### config.mk
export PLATFORM = sky130hd
export DESIGN_NAME = fp_result_packer
export DESIGN_NICKNAME = d
export VERILOG_FILES = /design/src/rtl/fp_result_packer.sv
export SDC_FILE = /design/constraint.sdc
export NUM_CORES = 1
export LEC_CHECK = 0
export BUFFER_PORTS_ARGS = -buffer_cell sky130_fd_sc_hd__buf_2
export CAP_MARGIN = 10
export CORE_ASPECT_RATIO = 0.9
export CORE_MARGIN = 2
export CORE_UTILIZATION = 51
export CTS_BUF_LIST = sky130_fd_sc_hd__clkbuf_2
export DETAILED_ROUTE_END_ITERATION = 10
export PLACE_DENSITY_LB_ADDON = 0.2
export SKIP_CTS_REPAIR_TIMING = 1
export SYNTH_ARGS = -nofsm -noshare
export SYNTH_HDL_FRONTEND = slang
export SYNTH_SLANG_ARGS = --single-unit
export TNS_END_PERCENT = 50
### constraint.sdc
create_clock -name CLK -period 2 [get_ports CLK]
set_clock_uncertainty 0.2 [all_clocks]
set_input_delay 0.2 -clock CLK [delete_from_list [all_inputs] [get_ports CLK]]
set_output_delay 0.2 -clock CLK [all_outputs]
set_load 0.05 [all_outputs]
### src/rtl/fp_result_packer.sv
// FP result pack stage: forces special encodings, derives IEEE flags; 1-cycle latency.
// Backpressure: 2-entry skid (output reg + skid reg); in_ready is registered, drops when skid is full.
// Optional FPU_STICKY_FLAGS_EN: accumulates out_flags on each output handshake into sticky_flags.
module fp_result_packer #(
  parameter int EXP_W = 8,
  parameter int MAN_W = 23
) (
  input  logic             CLK,
  input  logic             RST,
  input  logic             in_valid,
  output logic             in_ready,
  input  logic             in_sign,
  input  logic [MAN_W:0]   in_man,
  input  logic [EXP_W-1:0] in_exp,
  input  logic             in_zero,
  input  logic             in_ovf,
  input  logic             in_unf,
  input  logic             in_inv,
  input  logic             in_inx,
  output logic             out_valid,
  input  logic             out_ready,
  output logic             out_sign,
  output logic [EXP_W-1:0] out_exp,
  output logic [MAN_W-1:0] out_frac,
  output logic [4:0]       out_flags,
  input  logic             flag_clr,
  output logic [4:0]       sticky_flags
);

  typedef struct packed {
    logic             sign;
    logic [EXP_W-1:0] exp;
    logic [MAN_W-1:0] frac;
    logic [4:0]       flags;   // {inv, zero, ovf, unf, inx}
  } res_t;

  typedef enum logic [1:0] {EMPTY, ONE, FULL} buf_state_t;

  buf_state_t       state_q, state_d;
  res_t             packed_w, or_q, or_d, sk_q, sk_d;
  logic [EXP_W-1:0] p_exp;
  logic [MAN_W-1:0] p_frac;
  logic             f_inv, f_zero, f_ovf, f_unf, f_inx;
  logic             push, pop;

  // Hidden bit is implied by the exponent field and is not stored.
  logic unused_hidden;
  assign unused_hidden = in_man[MAN_W];

  always_comb begin
    p_exp  = in_exp;
    p_frac = in_man[MAN_W-1:0];
    if (in_inv) begin
      p_exp  = '1;
      p_frac = '1;
    end else if (in_ovf) begin
      p_exp  = '1;
      p_frac = '0;
    end else if (in_unf) begin
      p_exp  = '0;
    end
    f_inv  = in_inv;
    f_ovf  = in_ovf & ~in_inv;
    f_zero = (in_zero | ((p_exp == '0) && (p_frac == '0))) & ~f_inv & ~f_ovf;
    f_unf  = in_unf & ~f_zero & ~f_inv & ~f_ovf;
    f_inx  = in_inx | f_ovf;
    packed_w = '{sign: in_sign, exp: p_exp, frac: p_frac,
                 flags: {f_inv, f_zero, f_ovf, f_unf, f_inx}};
  end

  assign out_valid = (state_q != EMPTY);
  assign push      = in_valid & in_ready;
  assign pop       = out_valid & out_ready;

  always_comb begin
    state_d = state_q;
    or_d    = or_q;
    sk_d    = sk_q;
    case (state_q)
      EMPTY: begin
        if (push) begin
          or_d    = packed_w;
          state_d = ONE;
        end
      end
      ONE: begin
        if (push && pop) begin
          or_d = packed_w;
        end else if (push) begin
          sk_d    = packed_w;
          state_d = FULL;
        end else if (pop) begin
          state_d = EMPTY;
        end
      end
      FULL: begin
        // in_ready is low here, so only a drain can happen.
        if (pop) begin
          or_d    = sk_q;
          state_d = ONE;
        end
      end
      default: state_d = EMPTY;
    endcase
  end

  always_ff @(posedge CLK) begin
    if (RST) begin
      state_q  <= EMPTY;
      or_q     <= '0;
      sk_q     <= '0;
      in_ready <= 1'b1;
    end else begin
      state_q  <= state_d;
      or_q     <= or_d;
      sk_q     <= sk_d;
      in_ready <= (state_d != FULL);
    end
  end

  assign out_sign  = or_q.sign;
  assign out_exp   = or_q.exp;
  assign out_frac  = or_q.frac;
  assign out_flags = or_q.flags;

`ifdef FPU_STICKY_FLAGS_EN
  logic [4:0] sticky_q;

  // A handshake coinciding with a clear lands in the cleared value.
  always_ff @(posedge CLK) begin
    if (RST) begin
      sticky_q <= '0;
    end else if (flag_clr) begin
      sticky_q <= pop ? or_q.flags : 5'b00000;
    end else if (pop) begin
      sticky_q <= sticky_q | or_q.flags;
    end
  end

  assign sticky_flags = sticky_q;
`else
  logic unused_flag_clr;
  assign unused_flag_clr = flag_clr;
  assign sticky_flags    = 5'b00000;
`endif

endmodule

==> impl_metrics.ini <==
[floorplan]
dieHeight_um = 82.0
die_w_um = 90.6
core-area_um2 = 6550
rows = 28
start_util_pct = 52.6
dieArea_um2 = 7430
io_pins = 87

[layout]
fill_cells = 568
layout_commonest_cell = buf_2
area_delta_synth_final_pct = 26.6
finalNonFillerCells = 606
final_nets = 554
n_antenna_cell = 0
mostFrequentLayoutCells = buf_2 (79), dfxtp_1 (77), nor2_1 (73)
final_layout_size_suffix_gt1_share_pct = 22.3

[worst_setup_path]
path_cells = dlygate4sd3_1, buf_2, nor4_1, buf_4, o2111ai_1, o31ai_2, a32o_1
crit_arrival_ps = 2180
slowest_delay_ps = 530
required_ps = 2250
crit_path_max_fanout = 4
cp_slowest_cell = dlygate4sd3_1
worstSetupPathType = in2reg
critPathBufInv = 3
crit_path_start_kind = input port
end_kind = flop
crit_family = buffers and inverters

[drt]
dr.pass1.iters = 4
routedWlPerCell_um = 14.2
postRouteAntennaNets = 0
drt-initial-drc-count = 257
wirelength_mm = 8.59
dr_total_vias = 3239
drc = 0
via_per_inst = 5.34

[sta]
finalCritPeriodShare_pct = 96.6
finalCriticalPeriod_ps = 1930
slew_violations = 0
hold_violations = 0
max_freq_ghz = 0.518
hold_ws_ps = 261
setup_viol = 0
rsz0062_at_grt = no
setup_tns_ps = 0

[power_and_ir_drop]
p_switching_mw = 1.12
p_sw_share_pct = 33.7
p_leak_nw = 1.91
powerDensity_nw_per_um2 = 764
p_comb_share_pct = 24.9
peakVddDrop_mv = 0.431
clkPwrFrac_pct = 24.4
seqPwrFrac_pct = 50.7
finalPower_mw = 3.33
p_int_mw = 2.21

[global_route]
grt_pass1_wl_mm = 12.7
grt_util_all_layers_pct = 21.4
use_met3_pct = 6.70
grt_pass1_vias = 2692
antenna_found_initial = 0
grt_use_met1_pct = 27.0
gr-total-overflow = 0
top_usage_layer = met2
met2_usage_pct = 35.9
grt_start_max_net_pins = 72

[logic_synthesis]
ys_seq_area_share_pct = 44.8
synth_area_um2 = 3440
synthCells = 409
synth_cell_type_count = 39
yosys_warnings = 0
synth_area_per_cell_um2 = 8.42
synth-seq-cells = 77

[clocking]
cts.sinks = 77
cts_tree = built
clockRootBuffer = clkbuf_2
clkTransAtPathRegs_ps = 200
h-tree-depth = 3
insertion_delay_ps = 500
clock_path_buffers = 2
numCtsBuffers = 9

[placement]
dp.cells = 550
port_buffers = 79
hpwlAfterDp_mm = 5.11
gp_congestion = 0.831

[hold_path]
hold_class = reg2reg

[job]
maxCapViolations = 0

[status]
status = finished clean
## metrics by stage
| stage | setup slack (ps) | instance area, µm² | util (%) |
|---|---|---|---|
| 6_report | 68.3 | 4360 | 66.5 |
| 5_1_grt | 43.1 | 4360 | 66.5 |
| 4_1_cts | 138 | 3960 | 60.4 |
| 3_5_place_dp | 94.3 | 3850 | 58.8 |
| 3_3_place_gp | 108 | 3850 | 58.8 |
| 2_1_floorplan | 61.4 | 3460 | - |
## sequential cells by signal, indices dropped and copies added, names as in the netlist
register   cells
out_sign       1
state_q        2
in_ready       1
sk_q          37
out_frac      23
out_exp        8
out_flags      5
## tightest hold or removal path, cell delays in order, from the launching register on
cell     delay [ps]
dfxtp_1         350
nand2_1          50
a21oi_1          50
## layer usage
layer  share of wire (%)  up-vias  routed length (µm)
met1                  44     1481                3780
met5                   0        -                   0
met2                  49       88                4220
met3                 4.9       16                 423
met4                 1.8        0                 153
li1                    -     1654                   -
## final timing paths
path / slack [ps] / endpoint / start / depth (start not counted)
max: 70 / sk_q[3] / in_man[18] / 7
min: 260 / out_frac[8] / out_frac[8] / 2
max reg2reg: 170 / sk_q[26] / state_q[1] / 5
min reg2reg: 260 / out_frac[8] / out_frac[8] / 2
## synth_stat cells
cell	instances	area (µm²)
o211ai_1	1	7.51
nand3_1	3	15.0
buf_6	5	56.3
o21ai_2	1	8.76
a211oi_1	34	255
mux2_2	1	11.3
a21oi_1	66	330
nor3_1	2	10.0
o21ai_0	1	5.00
o2111ai_1	2	17.5
o21a_1	2	15.0
and4b_1	1	10.0
or2_2	2	12.5
buf_2	13	65.1
nor4_1	6	37.5
nand3b_1	2	15.0
a32o_1	1	10.0
mux2_1	1	11.3
a311oi_1	1	8.76
conb_1	1	3.75
o311a_1	1	10.0
nor2b_1	1	6.26
nor2_1	73	274
mux2i_1	6	60.1
nand2b_1	2	12.5
o22ai_1	1	6.26
dfxtp_1	77	1540
nor2b_2	1	8.76
nand4b_1	1	8.76
inv_1	5	18.8
nor3b_1	1	7.51
clkbuf_1	14	52.6
nand3b_4	1	20.0
o31ai_2	1	12.5
a211oi_2	1	12.5
a41oi_1	1	8.76
a211o_1	31	272
buf_4	10	75.1
nand2_1	35	131
## logic make-up after synthesis
logic type / count (synthesis) / synth area share (%)
buf+inv: 47 / 7.77
flops: 77 / 44.8
mux: 8 / 2.40
simple gates: 131 / 16.5
other cells: 1 / 0.109
compound gates: 145 / 28.4
## area by class of cell
cell class | count | area [µm²] | share of cell area [%]
inverters | 5 | 18.8 | 0.431
clock buffers | 11 | 55.1 | 1.26
well taps | 90 | 113 | 2.58
repair buffers | 129 | 921 | 21.1
flip-flops and latches | 77 | 1540 | 35.4
clock inverters | 5 | 51.3 | 1.18
multi-input cells | 289 | 1660 | 38.1
## power by group through the flow
stage | combinational, mW | clock (mW) | sequential (mW)
after global routing | 0.891 | 0.911 | 1.70
after CTS | 0.766 | 0.837 | 1.69
after detailed placement | 0.764 | 0 | 1.72
final | 0.829 | 0.814 | 1.69
after floorplan | 0.361 | 0 | 1.94
after global placement | 0.755 | 0 | 1.71
Note: power is estimated with default switching activity, not from simulation.
